`src/rtl/conv11_ctrl.sv`:
```
// conv11_ctrl: loop sequencer for the 1x1 convolution datapath.
//   Walks oc (outer) / pix / ic (inner) loops. It issues one feature-map and
//   weight read per unstalled cycle, then delays the MAC strobes through the
//   read and calc latencies.
// Ports:
//   clk, rst_n                       clock, asynchronous active-low reset
//   start, cfg_pix_num/in_ch/out_ch  layer start pulse and layer sizes
//   stall                            blocks new issue; in-flight strobes keep moving
//   busy, done                       layer status; done is a one-cycle pulse
//   fm_rd_en/addr, wt_rd_en/addr     buffer read requests
//   calc_en, acc_clr, acc_last       MAC controls, RD_LATENCY after the read
//   bias_idx                         output channel, aligned with calc_en
//   out_wr_en/addr                   result write, CALC_LATENCY after acc_last
// Optional: define CONV11_CTRL_PERF_EN to add perf_busy_cyc / perf_stall_cyc.
module conv11_ctrl #(
  parameter int ADDR_WIDTH   = 16,
  parameter int CNT_WIDTH    = 10,
  parameter int RD_LATENCY   = 1,
  parameter int CALC_LATENCY = 1
) (
  input  logic                  clk,
  input  logic                  rst_n,
  input  logic                  start,
  input  logic [CNT_WIDTH-1:0]  cfg_pix_num,
  input  logic [CNT_WIDTH-1:0]  cfg_in_ch,
  input  logic [CNT_WIDTH-1:0]  cfg_out_ch,
  input  logic                  stall,
`ifdef CONV11_CTRL_PERF_EN
  output logic [31:0]           perf_busy_cyc,
  output logic [31:0]           perf_stall_cyc,
`endif
  output logic                  busy,
  output logic                  done,
  output logic                  fm_rd_en,
  output logic [ADDR_WIDTH-1:0] fm_rd_addr,
  output logic                  wt_rd_en,
  output logic [ADDR_WIDTH-1:0] wt_rd_addr,
  output logic [CNT_WIDTH-1:0]  bias_idx,
  output logic                  calc_en,
  output logic                  acc_clr,
  output logic                  acc_last,
  output logic                  out_wr_en,
  output logic [ADDR_WIDTH-1:0] out_wr_addr
);

  typedef enum logic [1:0] {IDLE = 2'd0, ISSUE = 2'd1, DRAIN = 2'd2, FIN = 2'd3} state_t;

  localparam int DRAIN_LAST = RD_LATENCY + CALC_LATENCY - 1;
  localparam int DW         = $clog2(RD_LATENCY + CALC_LATENCY + 1);
  localparam logic [ADDR_WIDTH-1:0] ADDR_ONE = ADDR_WIDTH'(1);
  localparam logic [CNT_WIDTH-1:0]  CNT_ONE  = CNT_WIDTH'(1);
  localparam logic [CNT_WIDTH-1:0]  CNT_ZERO = CNT_WIDTH'(0);

  state_t                state_r;
  logic [DW-1:0]         drain_cnt_r;
  logic [CNT_WIDTH-1:0]  pix_num_r, in_ch_r, out_ch_r;
  logic [CNT_WIDTH-1:0]  oc_r, pix_r, ic_r;
  logic [ADDR_WIDTH-1:0] fm_cnt_r, wt_cnt_r, wt_base_r, out_cnt_r;
  logic                  busy_r, done_r;
  // Issue-stage registers: the read request plus the tags that ride along with it
  logic                  fm_rd_en_r, issue_clr_r, issue_last_r;
  logic [ADDR_WIDTH-1:0] fm_rd_addr_r, wt_rd_addr_r, issue_oaddr_r;
  logic [CNT_WIDTH-1:0]  issue_oc_r;
  // Read-latency delay line and calc-latency delay line
  logic                  rd_en_q   [RD_LATENCY];
  logic                  rd_clr_q  [RD_LATENCY];
  logic                  rd_last_q [RD_LATENCY];
  logic [CNT_WIDTH-1:0]  rd_oc_q   [RD_LATENCY];
  logic [ADDR_WIDTH-1:0] rd_oaddr_q[RD_LATENCY];
  logic                  wr_en_q   [CALC_LATENCY];
  logic [ADDR_WIDTH-1:0] wr_addr_q [CALC_LATENCY];

  logic last_ic_s, last_pix_s, last_oc_s, cfg_zero_s;

  // Loop-boundary detection for the current issue position
  always_comb begin
    last_ic_s  = (ic_r  == in_ch_r   - CNT_ONE);
    last_pix_s = (pix_r == pix_num_r - CNT_ONE);
    last_oc_s  = (oc_r  == out_ch_r  - CNT_ONE);
    cfg_zero_s = (cfg_pix_num == CNT_ZERO) || (cfg_in_ch == CNT_ZERO) ||
                 (cfg_out_ch == CNT_ZERO);
  end

  // Sequencer FSM: loop counters, incremental addresses and issue-stage registers
  always_ff @(posedge clk or negedge rst_n) begin
    if (!rst_n) begin
      state_r <= IDLE;       drain_cnt_r <= '0;
      pix_num_r <= '0;       in_ch_r <= '0;        out_ch_r <= '0;
      oc_r <= '0;            pix_r <= '0;          ic_r <= '0;
      fm_cnt_r <= '0;        wt_cnt_r <= '0;       wt_base_r <= '0;   out_cnt_r <= '0;
      busy_r <= 1'b0;        done_r <= 1'b0;
      fm_rd_en_r <= 1'b0;    issue_clr_r <= 1'b0;  issue_last_r <= 1'b0;
      fm_rd_addr_r <= '0;    wt_rd_addr_r <= '0;   issue_oaddr_r <= '0; issue_oc_r <= '0;
    end else begin
      fm_rd_en_r   <= 1'b0;
      issue_clr_r  <= 1'b0;
      issue_last_r <= 1'b0;
      done_r       <= 1'b0;
      case (state_r)
        IDLE: begin
          if (start) begin
            pix_num_r <= cfg_pix_num;
            in_ch_r   <= cfg_in_ch;
            out_ch_r  <= cfg_out_ch;
            oc_r <= '0; pix_r <= '0; ic_r <= '0;
            fm_cnt_r <= '0; wt_cnt_r <= '0; wt_base_r <= '0; out_cnt_r <= '0;
            busy_r  <= 1'b1;
            state_r <= cfg_zero_s ? FIN : ISSUE;
          end
        end
        ISSUE: begin
          if (!stall) begin
            fm_rd_en_r    <= 1'b1;
            fm_rd_addr_r  <= fm_cnt_r;
            wt_rd_addr_r  <= wt_cnt_r;
            issue_clr_r   <= (ic_r == CNT_ZERO);
            issue_last_r  <= last_ic_s;
            issue_oc_r    <= oc_r;
            issue_oaddr_r <= out_cnt_r;
            if (!last_ic_s) begin
              ic_r     <= ic_r + CNT_ONE;
              fm_cnt_r <= fm_cnt_r + ADDR_WIDTH'(pix_num_r);
              wt_cnt_r <= wt_cnt_r + ADDR_ONE;
            end else begin
              // oc*pix_num + pix is simply a running pixel count
              ic_r      <= '0;
              out_cnt_r <= out_cnt_r + ADDR_ONE;
              if (!last_pix_s) begin
                pix_r    <= pix_r + CNT_ONE;
                fm_cnt_r <= ADDR_WIDTH'(pix_r) + ADDR_ONE;
                wt_cnt_r <= wt_base_r;
              end else begin
                pix_r     <= '0;
                fm_cnt_r  <= '0;
                wt_base_r <= wt_base_r + ADDR_WIDTH'(in_ch_r);
                wt_cnt_r  <= wt_base_r + ADDR_WIDTH'(in_ch_r);
                if (last_oc_s) begin
                  drain_cnt_r <= '0;
                  state_r     <= DRAIN;
                end else begin
                  oc_r <= oc_r + CNT_ONE;
                end
              end
            end
          end
        end
        DRAIN: begin
          // Hold until the last issued read has produced its result write
          if (drain_cnt_r == DW'(DRAIN_LAST)) begin
            state_r <= FIN;
          end else begin
            drain_cnt_r <= drain_cnt_r + DW'(1);
          end
        end
        FIN: begin
          done_r  <= 1'b1;
          busy_r  <= 1'b0;
          state_r <= IDLE;
        end
        default: state_r <= IDLE;
      endcase
    end
  end

  // Free-running delay lines: stall never freezes strobes already in flight
  always_ff @(posedge clk or negedge rst_n) begin
    if (!rst_n) begin
      for (int i = 0; i < RD_LATENCY; i++) begin
        rd_en_q[i] <= 1'b0; rd_clr_q[i] <= 1'b0; rd_last_q[i] <= 1'b0;
        rd_oc_q[i] <= '0;   rd_oaddr_q[i] <= '0;
      end
      for (int i = 0; i < CALC_LATENCY; i++) begin
        wr_en_q[i] <= 1'b0; wr_addr_q[i] <= '0;
      end
    end else begin
      rd_en_q[0]    <= fm_rd_en_r;
      rd_clr_q[0]   <= issue_clr_r;
      rd_last_q[0]  <= issue_last_r;
      rd_oc_q[0]    <= issue_oc_r;
      rd_oaddr_q[0] <= issue_oaddr_r;
      for (int i = 1; i < RD_LATENCY; i++) begin
        rd_en_q[i]    <= rd_en_q[i-1];
        rd_clr_q[i]   <= rd_clr_q[i-1];
        rd_last_q[i]  <= rd_last_q[i-1];
        rd_oc_q[i]    <= rd_oc_q[i-1];
        rd_oaddr_q[i] <= rd_oaddr_q[i-1];
      end
      wr_en_q[0]   <= rd_en_q[RD_LATENCY-1] && rd_last_q[RD_LATENCY-1];
      wr_addr_q[0] <= rd_oaddr_q[RD_LATENCY-1];
      for (int i = 1; i < CALC_LATENCY; i++) begin
        wr_en_q[i]   <= wr_en_q[i-1];
        wr_addr_q[i] <= wr_addr_q[i-1];
      end
    end
  end

`ifdef CONV11_CTRL_PERF_EN
  logic [31:0] perf_busy_r, perf_stall_r;

  // Saturating layer performance counters, cleared on an accepted start
  always_ff @(posedge clk or negedge rst_n) begin
    if (!rst_n) begin
      perf_busy_r  <= 32'd0;
      perf_stall_r <= 32'd0;
    end else if ((state_r == IDLE) && start) begin
      perf_busy_r  <= 32'd0;
      perf_stall_r <= 32'd0;
    end else begin
      if (busy_r && (perf_busy_r != 32'hFFFF_FFFF)) begin
        perf_busy_r <= perf_busy_r + 32'd1;
      end
      if ((state_r == ISSUE) && stall && (perf_stall_r != 32'hFFFF_FFFF)) begin
        perf_stall_r <= perf_stall_r + 32'd1;
      end
    end
  end

  assign perf_busy_cyc  = perf_busy_r;
  assign perf_stall_cyc = perf_stall_r;
`endif

  assign busy        = busy_r;
  assign done        = done_r;
  assign fm_rd_en    = fm_rd_en_r;
  assign wt_rd_en    = fm_rd_en_r;
  assign fm_rd_addr  = fm_rd_addr_r;
  assign wt_rd_addr  = wt_rd_addr_r;
  assign calc_en     = rd_en_q[RD_LATENCY-1];
  assign acc_clr     = rd_clr_q[RD_LATENCY-1];
  assign acc_last    = rd_last_q[RD_LATENCY-1];
  assign bias_idx    = rd_oc_q[RD_LATENCY-1];
  assign out_wr_en   = wr_en_q[CALC_LATENCY-1];
  assign out_wr_addr = wr_addr_q[CALC_LATENCY-1];

endmodule

```
`config.mk`:
```
export PLATFORM = sky130hd
export DESIGN_NAME = conv11_ctrl
export DESIGN_NICKNAME = d
export VERILOG_FILES = /design/src/rtl/conv11_ctrl.sv
export SDC_FILE = /design/constraint.sdc
export NUM_CORES = 1
export LEC_CHECK = 0
export CAP_MARGIN = 20
export CORE_AREA = 2 2 203 205
export DETAILED_ROUTE_END_ITERATION = 8
export DIE_AREA = 0 0 205 207
export PLACE_DENSITY_LB_ADDON = 0.2
export REMOVE_ABC_BUFFERS = 1
export SLEW_MARGIN = 10
export SYNTH_ARGS = -nofsm -noshare
export SYNTH_HDL_FRONTEND = slang
export SYNTH_SLANG_ARGS = --single-unit
```
`constraint.sdc`:
```
create_clock -name clk -period 3.2 [get_ports clk]
set_input_delay 0.64 -clock clk [delete_from_list [all_inputs] [get_ports clk]]
set_output_delay 0.64 -clock clk [all_outputs]
set_load 0.01 [all_outputs]
```
==> metrics.md, run 1 <==
| Metric | Value |
|---|---|
| Run status | `completed` |
| Primary FF master, synth | `sky130_fd_sc_hd__dfrtp_1` |
| Aggregate negative setup slack | `0 ns` |
| Half-perimeter wire length after detailed placement | `between 20 and 25 mm` |
| Total length of routed wires | `33.19 mm` |
| Worst Setup SP | `pix_num_r[1]` |
| Critical path endpoint category | `flip-flop` |
| Hold Violations, Final | `0` |
| Worst setup SP type | `flip-flop` |
| Total internal power | `between 8 and 9 mW` |
| Xor-xnor portion of the synthesized cell area | `under 10%` |
| Port buffer count | `99` |
| Combinational power share | `about two fifths` |
| Number of ports placed on the die boundary | `100` |
| Via count | `about 9.5k` |
| Min Clock Period, post-route | `~3.1 ns` |
| Root Buffer Master | `sky130_fd_sc_hd__clkbuf_16` |
| Share of synthesized cell area in full adder, half adder and majority cells | `~4.0%` |
| Total net switching power | `approximately 4.7 mW` |
| Number of iterations in the first detailed-routing pass | `7` |
| Clock power frac | `about 30%` |
| Clock-pin slew on the worst setup and hold paths | `roughly 0.060 ns` |
| Worst Path Max Fanout | `5` |
| Clock latency on the worst-skew pair | `roughly 0.57 ns` |
| Layout filler cell count | `between 4k and 5k` |
| Commonest cells after routing, fill and taps aside | `sky130_fd_sc_hd__nand2_1 (252), sky130_fd_sc_hd__dfrtp_1 (237), sky130_fd_sc_hd__clkdlybuf4s50_1 (98)` |
| Global-route wire length before repair | `around 54 mm` |
| Number of maximum-capacitance violations | `0` |
| CP Capture Point | `state_r[0]` |
| Cts-stage hold buffer count | `0` |
| Mux cell area share after synthesis | `4.049%` |
| Hold Path Class | `in -> async` |
| Clock tree skew after final layout | `0.01334 ns` |
| Count of cells along the worst register-to-register path | `9` |
| Largest family of logic cells by synthesized area | `simple AND/OR/NAND/NOR gates` |
| Critical Setup Path Class | `reg -> reg` |
| CTS sink cnt | `about 240` |
| Slew at the pin closest to its max-slew limit | `approximately 0.84 ns` |
| Remaining antenna violation count after routing | `0` |
| Reg2reg setup slack | `about 0.12 ns` |
| Total Nets Final | `1,429` |
| Final cycle utilization of the critical path | `96.39%` |
| Setup repair after global routing missed its margin | `true` |
| Setup slack at placement | `-0.06930 ns` |
| Average vias per placed instance | `roughly 4.9` |
| Average cell area after synthesis | `just under 10 sq um` |
| Final WS setup | `around 0.12 ns` |
| Bufs on Longest Clock Path | `3` |
| Global placement routability congestion | `approximately 0.85` |
| Fraction of layout instances using a drive strength above 1 | `13.91%` |
| Timing-limited maximum frequency | `approximately 320 MHz` |
| Wire length per cell after detailed routing | `between 15 and 20 um` |
| Sequential element share of the synthesized area | `about 50%` |
| CP required | `3.68 ns` |
| Area growth from synthesis to final layout | `27.50%` |
| Number of design rule violations left after detail routing | `0` |
| Share of synthesized cell area in and, or, nand and nor gates | `around 20%` |
| Combined global-route utilization of all metal layers | `approximately 16%` |
| Gr ovfl total | `0` |
| Portion of total power attributed to sequential cells | `a little under a third` |
| Total count of max-transition violations in the final report | `0` |
| Maximum number of pins on one net before global-route repair | `66` |
| Arrival time at the worst endpoint | `3.57 ns` |
| Via count of the first global-routing pass | `between 9k and 10k` |
| Most common cell after layout, fill and taps aside | `sky130_fd_sc_hd__nand2_1` |
| Post-synthesis compound-gate area fraction | `about an eighth` |
| Number of flip-flops and latches in the synthesized netlist | `approximately 240` |
| Die outline area | `42,440 sq um` |
| Std-Cell Core Area | `slightly above 40,000 sq um` |
| Die X-Extent | `approximately 210 um` |
| Initial detailed-routing violation count | `518` |
| Standby leakage power | `between 6 and 7 nW` |
| Antenna cell count | `0` |
| R2R Path Start | `pix_num_r[1]` |
| Number of synthesized flops with an enable pin | `0` |
| Final setup fails | `0` |
| Number of placement rows | `74` |
| Effective utilization at floorplan | `29.55%` |
| Cells after Synth | `between 1k and 1.5k` |
| Worst slew margin | `43.55%` |
| Share of total power consumed by net switching | `~36%` |
| Antenna violations before repair | `0` |
| CTS tree | `yes` |
| Worst IR drop on VDD | `0.5696 mV` |
| Netlist area before placement | `approximately 12,000 sq um` |
| TritonCTS Buffers | `29` |
| Synth unique cells | `between 70 and 80` |
| Tightest hold margin | `approximately 0.056 ns` |
| Proportion of register bits with asynchronous set or reset after synthesis | `100.0%` |
| Die Ht | `slightly above 200 um` |
| Yosys Warn Count | `0` |
| Maximum level of the CTS H-tree | `1` |
| Power per cell area | `between 800 and 900 nW/um^2` |
| Critical R2R Capture | `state_r[0]` |
[routing by layer]
layer  up-vias  track usage [%]  wire length [um]  part of all wire (%)
li1       4597                -                 -                     -
met1      4663            22.32             15760                    47
met2       163            25.62             15520                    47
met3        41            1.904              1184                   3.6
met4         0            4.465               719                   2.2
met5         -                0                 0                     0
[state kept, by name, indices dropped and copies added, names as in the netlist, 2 cells and up]
| register | flops |
|---|---|
| pix_r | 10 |
| oc_r | 10 |
| pix_num_r | 10 |
| fm_cnt_r | 16 |
| wt_cnt_r | 16 |
| fm_rd_addr | 16 |
| issue_oaddr_r | 16 |
| state_r | 2 |
| in_ch_r | 10 |
| ic_r | 10 |
| bias_idx | 10 |
| drain_cnt_r | 2 |
| out_wr_addr | 16 |
| wt_rd_addr | 16 |
| out_cnt_r | 16 |
| rd_oaddr_q | 16 |
| issue_oc_r | 10 |
| wt_base_r | 16 |
| out_ch_r | 10 |
[worst max-delay path: stages (launching register included)]
cell and delay [ns]:
sky130_fd_sc_hd__dfrtp_1 0.39, sky130_fd_sc_hd__or4_4 0.55, sky130_fd_sc_hd__nor3_2 0.18, sky130_fd_sc_hd__xnor2_1 0.11, sky130_fd_sc_hd__a2111oi_4 0.31, sky130_fd_sc_hd__buf_4 0.18
sky130_fd_sc_hd__o2111ai_4 0.16, sky130_fd_sc_hd__or4_4 0.59, sky130_fd_sc_hd__a221o_1 0.35, sky130_fd_sc_hd__a21oi_1 0.17
[cells by family after synthesis]
| logic type | after synthesis |
|---|---|
| mux | 44 |
| compound gates | 230 |
| simple gates | 497 |
| xor+xnor | 84 |
| buf+inv | 91 |
| fa+ha+maj | 37 |
| flops | 237 |
[cells in the mapped netlist (all sizes together), types with 3 or more instances]
master	instances	area share, %
o21ai	56	2.3
o2bb2ai	5	0.37
a221o	4	0.34
and3	17	0.89
nor2	55	1.7
dfrtp	237	50
nor3b	5	0.31
a21oi	49	2.1
and2	4	0.21
o211ai	8	0.50
nand3b	6	0.38
nand3	50	2.1
o31ai	18	1.1
or2	7	0.37
a22oi	3	0.19
xor2	36	2.6
a2111oi	6	0.70
nand2	252	7.9
nor4	16	0.84
mux2i	10	0.84
clkbuf	45	1.4
buf	15	0.65
ha	35	3.7
nand4	18	0.94
a211o	3	0.22
mux2	34	3.2
o311a	5	0.42
a31o	6	0.44
a211oi	5	0.31
or3	10	0.52
or4	18	1.2
o311ai	5	0.37
nor2b	3	0.16
nand2b	9	0.47
a21o	13	0.82
nor3	17	0.76
a31oi	7	0.37
o2111a	3	0.28
o2111ai	3	0.22
xnor2	48	3.5
nor4b	3	0.35
a22o	9	0.66
inv	30	0.94
o21a	5	0.31
[layout make-up]
type	count	area (sq um)	share of cell area, %
clock inverter	15	346.6	2.279
tap	532	665.6	4.377
timing repair buffer	167	1589	10.45
inverter	31	116.4	0.7651
multi-input combinational	892	5781	38.01
sequential	237	5931	39.00
clock buffer	38	779.5	5.125
[how the worst min path moves through the flow]
stage	slack, ns	from	end
global route	0.08	rst_n	issue_clr_r
floorplan	0.33	issue_clr_r	acc_clr
finish	0.06	rst_n	fm_rd_addr[8]
global placement	0.33	rd_oaddr_q[6]	out_wr_addr[6]
CTS	0.05	rst_n	pix_num_r[4]
detailed placement	0.33	rd_oaddr_q[12]	out_wr_addr[12]
[stage by stage]
step	total power [mW]	cell area (sq um)	util [%]	instances
2_1_floorplan	6.915	11680	-	1160
3_3_place_gp	8.918	13930	34.50	1855
3_5_place_dp	8.986	13930	34.50	1855
4_1_cts	12.94	15060	37.31	1908
5_1_grt	13.80	15210	37.67	1912
6_report	12.93	15210	37.67	1912
[power by group through the flow]
stage          logic, mW  registers, mW  clock network (mW)
2_1_floorplan       2.79           4.12                   0
3_3_place_gp        4.79           4.13                   0
3_5_place_dp        4.85           4.13                   0
4_1_cts             4.89           4.09                3.97
5_1_grt             5.53           4.18                4.09
6_report            4.99           4.09                3.85
[what timing repair did]
item,4_1_cts,5_1_grt
setup endpoints to repair,3,27
pin swaps,0,7
resized for setup,1,28
setup buffers,0,4
(Power assumes the default switching activity.)
==> inputs of run 2 (changes only) <==
--- a/config.mk
+++ b/config.mk
@@ -5,12 +5,14 @@
 export SDC_FILE = /design/constraint.sdc
 export NUM_CORES = 1
 export LEC_CHECK = 0
-export CAP_MARGIN = 20
+export CAP_MARGIN = 15
 export CORE_AREA = 2 2 203 205
 export DETAILED_ROUTE_END_ITERATION = 8
 export DIE_AREA = 0 0 205 207
+export GPL_TIMING_DRIVEN = 1
 export PLACE_DENSITY_LB_ADDON = 0.2
 export REMOVE_ABC_BUFFERS = 1
+export SKIP_LAST_GASP = 1
 export SLEW_MARGIN = 10
 export SYNTH_ARGS = -nofsm -noshare
 export SYNTH_HDL_FRONTEND = slang
==> run 2 against run 1 <==
Non-clock buffer count did not move. Combinational power barely moved. Global-route usage did not move. Largest power group unchanged.
==> metrics.md, run 2 (synthesis results as in run 1) <==
| Metric | Value |
|---|---|
| Run status | `completed` |
| Antenna violations before repair | `0 (unchanged)` |
| Worst setup SP type | `flip-flop` |
| Aggregate negative setup slack | `0 ns (unchanged)` |
| Most common cell after layout, fill and taps aside | `sky130_fd_sc_hd__nand2_1` |
| Commonest cells after routing, fill and taps aside | `sky130_fd_sc_hd__nand2_1 (252), sky130_fd_sc_hd__dfrtp_1 (237), sky130_fd_sc_hd__clkdlybuf4s50_1 (98)` |
| Number of maximum-capacitance violations | `0 (unchanged)` |
| Max stage delay cell, worst path | `sky130_fd_sc_hd__or4_4` |
| Maximum number of pins on one net before global-route repair | `66 (unchanged)` |
| Average vias per placed instance | `4.966 (+0.33%)` |
| CTS sink cnt | `237 (unchanged)` |
| Post-layout instance area | `15,190 sq um (-0.11%)` |
| Effective utilization at floorplan | `29.55% (unchanged)` |
| Port buffer count | `99 (unchanged)` |
| Die outline area | `42,440 sq um (unchanged)` |
| Die Ht | `207 um (unchanged)` |
| Initial detailed-routing violation count | `657 (+27%)` |
| Total Nets Final | `1,429 (unchanged)` |
| Critical path endpoint category | `flip-flop` |
| Std-Cell Core Area | `40,370 sq um (unchanged)` |
| Final cycle utilization of the critical path | `96.75% (+0.36 points)` |
| Number of iterations in the first detailed-routing pass | `5 (-2)` |
| Number of design rule violations left after detail routing | `0 (unchanged)` |
| Power per cell area | `849.6 nW/um^2 (-0.10%)` |
| Number of ports placed on the die boundary | `100 (unchanged)` |
| Clock tree skew after final layout | `0.01282 ns (-0.0005154 ns)` |
| CP required | `3.68 ns (about the same)` |
| Core Util, Final | `37.63% (-0.040 points)` |
| Worst IR drop on VDD | `0.5691 mV (about the same)` |
| Global placement routability congestion | `0.8475 (unchanged)` |
| Slew at the pin closest to its max-slew limit | `0.8624 ns (+0.02274 ns)` |
| Wire length per cell after detailed routing | `17.33 um (-0.16%)` |
| Via count | `9,495 (+0.33%)` |
| TritonCTS Buffers | `29 (unchanged)` |
| Remaining antenna violation count after routing | `0 (unchanged)` |
| Sequence of cells on the critical path | `or4_4, nor3_2, xnor2_1, a2111oi_4, buf_4, o2111ai_4, or4_4, a221o_1, a21oi_1` |
| Maximum level of the CTS H-tree | `1 (unchanged)` |
| Setup repair after global routing missed its margin | `true` |
| Total count of max-transition violations in the final report | `0 (unchanged)` |
| Gr ovfl total | `0 (unchanged)` |
| Via count of the first global-routing pass | `9,685 (unchanged)` |
| Final WS setup | `0.1039 ns (-0.01151 ns)` |
| Arrival time at the worst endpoint | `3.57 ns (about the same)` |
| Area growth from synthesis to final layout | `27.37%` |
| Die X-Extent | `205 um (unchanged)` |
| Bufs on Longest Clock Path | `3 (unchanged)` |
| Worst slew margin | `42.02% (-1.5 points)` |
| Total length of routed wires | `33.14 mm (-0.16%)` |
| Number of placement rows | `74 (unchanged)` |
| Cell area reported after detailed placement | `13,930 sq um (unchanged)` |
| Root Buffer Master | `sky130_fd_sc_hd__clkbuf_16` |
| Hold Violations, Final | `0 (unchanged)` |
| CTS tree | `yes` |
| Timing-limited maximum frequency | `323.0 MHz (-0.37%)` |
| Clock-pin slew on the worst setup and hold paths | `0.06 ns (about the same)` |
| Worst stage delay on the critical path | `0.57 ns (-0.02 ns)` |
| Setup slack at placement | `-0.06930 ns (unchanged)` |
| Clock latency on the worst-skew pair | `0.57 ns (about the same)` |
| Reg2reg setup slack | `0.10 ns (about the same)` |
| Fraction of layout instances using a drive strength above 1 | `13.84% (-0.072 points)` |
| Half-perimeter wire length after detailed placement | `23.10 mm (unchanged)` |
| Hold Path Class | `in -> async` |
| Final setup fails | `0 (unchanged)` |
| Combined global-route utilization of all metal layers | `15.86% (unchanged)` |
| Worst Path Max Fanout | `5 (unchanged)` |
| Most used cell along the critical path | `sky130_fd_sc_hd__or4_4` |
| Critical Setup Path Class | `reg -> reg` |
| Global-route wire length before repair | `54.15 mm (unchanged)` |
| Min Clock Period, post-route | `3.096 ns (+0.01151 ns)` |
| Standby leakage power | `6.883 nW (about the same)` |
| Antenna cell count | `0 (unchanged)` |
| Cts-stage hold buffer count | `0 (unchanged)` |
-- run 2: cell count changes in the layout (fill, tap and decap cells not counted) --
cell,delta
sky130_fd_sc_hd__a2111oi_2,+1
sky130_fd_sc_hd__a2111oi_4,-1
sky130_fd_sc_hd__or4_1,+1
sky130_fd_sc_hd__or4_4,-1
-- run 2: final cells by class --
cell class              count  area, sq um
inverters                  31        116.4
flip-flops and latches    237         5931
repair buffers            167         1589
clock inverters            15        346.6
fillers                  4109        25180
multi-input cells         892         5764
clock buffers              38        779.5
well taps                 532        665.6
-- run 2: final timing paths --
path	startpoint	cells past startpoint	end
worst min-delay path	rst_n	1	fm_rd_addr[8]
worst max register to register	pix_num_r[1]	9	state_r[0]
worst max-delay path	pix_num_r[1]	9	state_r[0]
max in group asynchronous	rst_n	2	fm_rd_addr[14]
worst min register to register	rd_oaddr_q[3]	0	out_wr_addr[3]
min in group clk	rd_oaddr_q[3]	0	out_wr_addr[3]
-- run 2: metal layers --
metal,up-vias,track usage [%],routed length (um)
li1,4606,-,-
met1,4690,22.32,15760
met2,160,25.62,15480
met3,39,1.904,1206
met4,0,4.465,694
met5,-,0,0
-- run 2: where the power goes --
group | switching [mW] | internal [mW] | total [mW]
Sequential | 0.533 | 3.55 | 4.09
Combinational | 2.82 | 2.15 | 4.97
Clock | 1.33 | 2.52 | 3.85
Total | 4.68 | 8.22 | 12.9
-- run 2: through the flow --
step / instances / hold WS [ns] / power [mW]
floorplan: 1160 / 0.3312 / 6.915
global placement: 1855 / 0.3315 / 8.918
detailed placement: 1855 / 0.3347 / 8.986
CTS: 1908 / 0.05038 / 12.94
global route: 1912 / 0.07990 / 13.77
finish: 1912 / 0.05790 / 12.91
-- run 2: worst max-delay path: cells and delay by family, from the launching register on --
kind | cells | cell delay (ns)
simple gates | 3 | 1.30
compound gates | 4 | 1.01
flops | 1 | 0.39
buf+inv | 1 | 0.18
xor+xnor | 1 | 0.11
-- run 2: what timing repair did --
item	4_1_cts	5_1_grt
setup endpoints to repair	3	27
resized for setup	1	26
pin swaps	0	6
setup buffers	0	4
endpoints found under the hold margin	0	0
==> inputs of run 3 (changes only) <==
==> constraint.sdc (replaced) <==
create_clock -name clk -period 3.48 [get_ports clk]
set_input_delay 0.696 -clock clk [delete_from_list [all_inputs] [get_ports clk]]
set_output_delay 0.696 -clock clk [all_outputs]
set_load 0.01 [all_outputs]
==> run 3 against run 2 <==
Worst setup slack improved by 0.070 ns. Critical endpoint is now state_r[1]. Clock power decreased by 24%. First-iteration DRC count is 31% lower. Critical path type unchanged. Clock-buffer cell count unchanged. Non-clock buffer count shrank 22.
==> metrics.md, run 3 (synthesis results as in run 1) <==
| Metric | Value |
|---|---|
| Total length of routed wires | `32.34 mm (-2.4%)` |
| Critical Setup Path Class | `reg -> reg` |
| Effective utilization at floorplan | `29.55% (unchanged)` |
| Clock latency on the worst-skew pair | `0.57 ns (about the same)` |
| Antenna cell count | `0 (unchanged)` |
| Port buffer count | `99 (unchanged)` |
| Clock tree skew after final layout | `0.01533 ns (+0.002502 ns)` |
| Half-perimeter wire length after detailed placement | `22.68 mm (-1.8%)` |
| Maximum level of the CTS H-tree | `1 (unchanged)` |
| Worst Path Max Fanout | `6 (+1)` |
| Die X-Extent | `205 um (unchanged)` |
| Instance count after placement with tap cells included | `1,837 (-0.97%)` |
| Setup repair after global routing missed its margin | `true` |
| CTS sink cnt | `237 (unchanged)` |
| R2R Path Start | `pix_num_r[1]` |
| TritonCTS Buffers | `28 (-3.4%)` |
| Clock-pin slew on the worst setup and hold paths | `0.06 ns (about the same)` |
| Worst slew margin | `45.51% (+3.5 points)` |
| # resized after CTS | `0 (-1)` |
| CTS tree | `yes` |
| Antenna violations before repair | `0 (unchanged)` |
| Via count of the first global-routing pass | `9,409 (-2.8%)` |
| Combined global-route utilization of all metal layers | `15.57% (-0.29 points)` |
| Remaining antenna violation count after routing | `0 (unchanged)` |
| Post-layout instance area | `14,690 sq um (-3.3%)` |
| Timing-limited maximum frequency | `302.5 MHz (-6.3%)` |
| Die outline area | `42,440 sq um (unchanged)` |
| Critical path endpoint category | `flip-flop` |
| Root Buffer Master | `sky130_fd_sc_hd__clkbuf_16` |
| Run status | `completed` |
| Total Nets Final | `1,406 (-1.6%)` |
| Global-route wire length before repair | `52.69 mm (-2.7%)` |
| Area growth from synthesis to final layout | `23.12%` |
| Number of iterations in the first detailed-routing pass | `5 (unchanged)` |
| Std-Cell Core Area | `40,370 sq um (unchanged)` |
| Number of design rule violations left after detail routing | `0 (unchanged)` |
| Standby leakage power | `6.642 nW (-3.5%)` |
| Reg2reg setup slack | `0.17 ns (+0.07 ns)` |
| Setup slack at placement | `0.02314 ns (+0.09244 ns)` |
| Power per cell area | `745.0 nW/um^2 (-12%)` |
| Final cycle utilization of the critical path | `94.99% (-1.8 points)` |
| Buffers inserted during post-CTS setup optimization | `0 (unchanged)` |
| Most common cell after layout, fill and taps aside | `sky130_fd_sc_hd__nand2_1` |
| Final WS setup | `0.1742 ns (+0.07027 ns)` |
| Average vias per placed instance | `4.931 (-0.70%)` |
| Wire length per cell after detailed routing | `17.14 um (-1.1%)` |
| CP required | `3.92 ns (+0.24 ns)` |
| Via count | `9,305 (-2.0%)` |
| Worst IR drop on VDD | `0.4124 mV (-28%)` |
| Min Clock Period, post-route | `3.306 ns (+0.2097 ns)` |
| Global placement routability congestion | `0.8438 (-0.44%)` |
| Fraction of layout instances using a drive strength above 1 | `11.59% (-2.3 points)` |
| Cell area reported after detailed placement | `13,740 sq um (-1.3%)` |
| Gr ovfl total | `0 (unchanged)` |
| Initial detailed-routing violation count | `454 (-31%)` |
| Commonest cells after routing, fill and taps aside | `sky130_fd_sc_hd__nand2_1 (252), sky130_fd_sc_hd__dfrtp_1 (237), sky130_fd_sc_hd__clkdlybuf4s50_1 (98)` |
| Worst setup SP type | `flip-flop` |
| Arrival time at the worst endpoint | `3.75 ns (+0.18 ns)` |
| Hold Path Class | `in -> async` |
| Bufs on Longest Clock Path | `3 (unchanged)` |
| Critical R2R Capture | `state_r[1]` |
| Total count of max-transition violations in the final report | `0 (unchanged)` |
| Cts-stage hold buffer count | `0 (unchanged)` |
| Slew at the pin closest to its max-slew limit | `0.7968 ns (-0.06560 ns)` |
| Number of placement rows | `74 (unchanged)` |
| Number of ports placed on the die boundary | `100 (unchanged)` |
| Maximum number of pins on one net before global-route repair | `89 (+35%)` |
| Hold Violations, Final | `0 (unchanged)` |
| Count of cells along the worst register-to-register path | `10 (+1)` |
| Final setup fails | `0 (unchanged)` |
| Die Ht | `207 um (unchanged)` |
| Non-Filler Instances | `1,887 (-1.3%)` |
| Number of maximum-capacitance violations | `0 (unchanged)` |
run 3: changes by cell type in the layout (fill, tap and decap cells not counted), moves of 3 or more:
cell	before	now
sky130_fd_sc_hd__buf_12	6	2
sky130_fd_sc_hd__buf_4	60	44
sky130_fd_sc_hd__bufinv_16	10	2
sky130_fd_sc_hd__clkinv_2	2	7
sky130_fd_sc_hd__o311ai_0	2	5
sky130_fd_sc_hd__o311ai_1	3	0
run 3: routing by layer:
metal,wire [um],vias to the layer above,track usage [%]
met3,1086,40,2.266
met4,656,0,3.771
met5,0,-,0
met2,15120,155,25.65
met1,15480,4561,21.48
li1,-,4549,-
run 3: worst max-delay path by stage:
stage	cells after the start	endpoint	slack [ns]	start
floorplan	7	out_cnt_r[12]	-1.81	state_r[1]
global placement	10	state_r[0]	0.12	pix_num_r[1]
detailed placement	10	state_r[0]	0.02	pix_num_r[1]
CTS	10	state_r[0]	0.02	pix_num_r[1]
global route	10	state_r[0]	-0.004	pix_num_r[1]
finish	10	state_r[1]	0.17	pix_num_r[1]
run 3: per-stage QoR:
step	util, %	setup TNS, ns	hold WS, ns	total power, mW
3_5_place_dp	34.04	0	0.3347	8.074
6_report	36.38	0	0.1531	10.94
3_3_place_gp	34.04	0	0.3332	8.040
4_1_cts	36.32	0	0.1759	11.07
2_1_floorplan	-	-72.56	0.3312	6.359
5_1_grt	36.38	-0.004214	0.1944	11.73
run 3: area by class of cell:
cell class	count	area, sq um
clock buffers	38	778.2
clock inverters	12	140.1
fillers	4183	25680
inverters	31	116.4
multi-input cells	892	5688
flip-flops and latches	237	5931
well taps	532	665.6
repair buffers	145	1366
run 3: power by group:
| part | switching, mW | total [mW] | leakage (nW) | internal (mW) |
|---|---|---|---|---|
| clock network | 1.20 | 2.92 | 0.448 | 1.72 |
| registers | 0.550 | 3.82 | 3.21 | 3.27 |
| logic | 2.42 | 4.21 | 2.98 | 1.79 |
| total | 4.17 | 10.9 | 6.64 | 6.77 |
run 3: critical path, cell delays in order, from the launching register on:
cell                        delay, ns
sky130_fd_sc_hd__dfrtp_1         0.45
sky130_fd_sc_hd__inv_1           0.09
sky130_fd_sc_hd__ha_1            0.20
sky130_fd_sc_hd__or3b_2          0.51
sky130_fd_sc_hd__o21a_1          0.22
sky130_fd_sc_hd__o21ai_0         0.17
sky130_fd_sc_hd__a31o_2          0.22
sky130_fd_sc_hd__o2111ai_2       0.25
sky130_fd_sc_hd__or4_4           0.60
sky130_fd_sc_hd__a221o_1         0.35
sky130_fd_sc_hd__mux2i_1         0.13
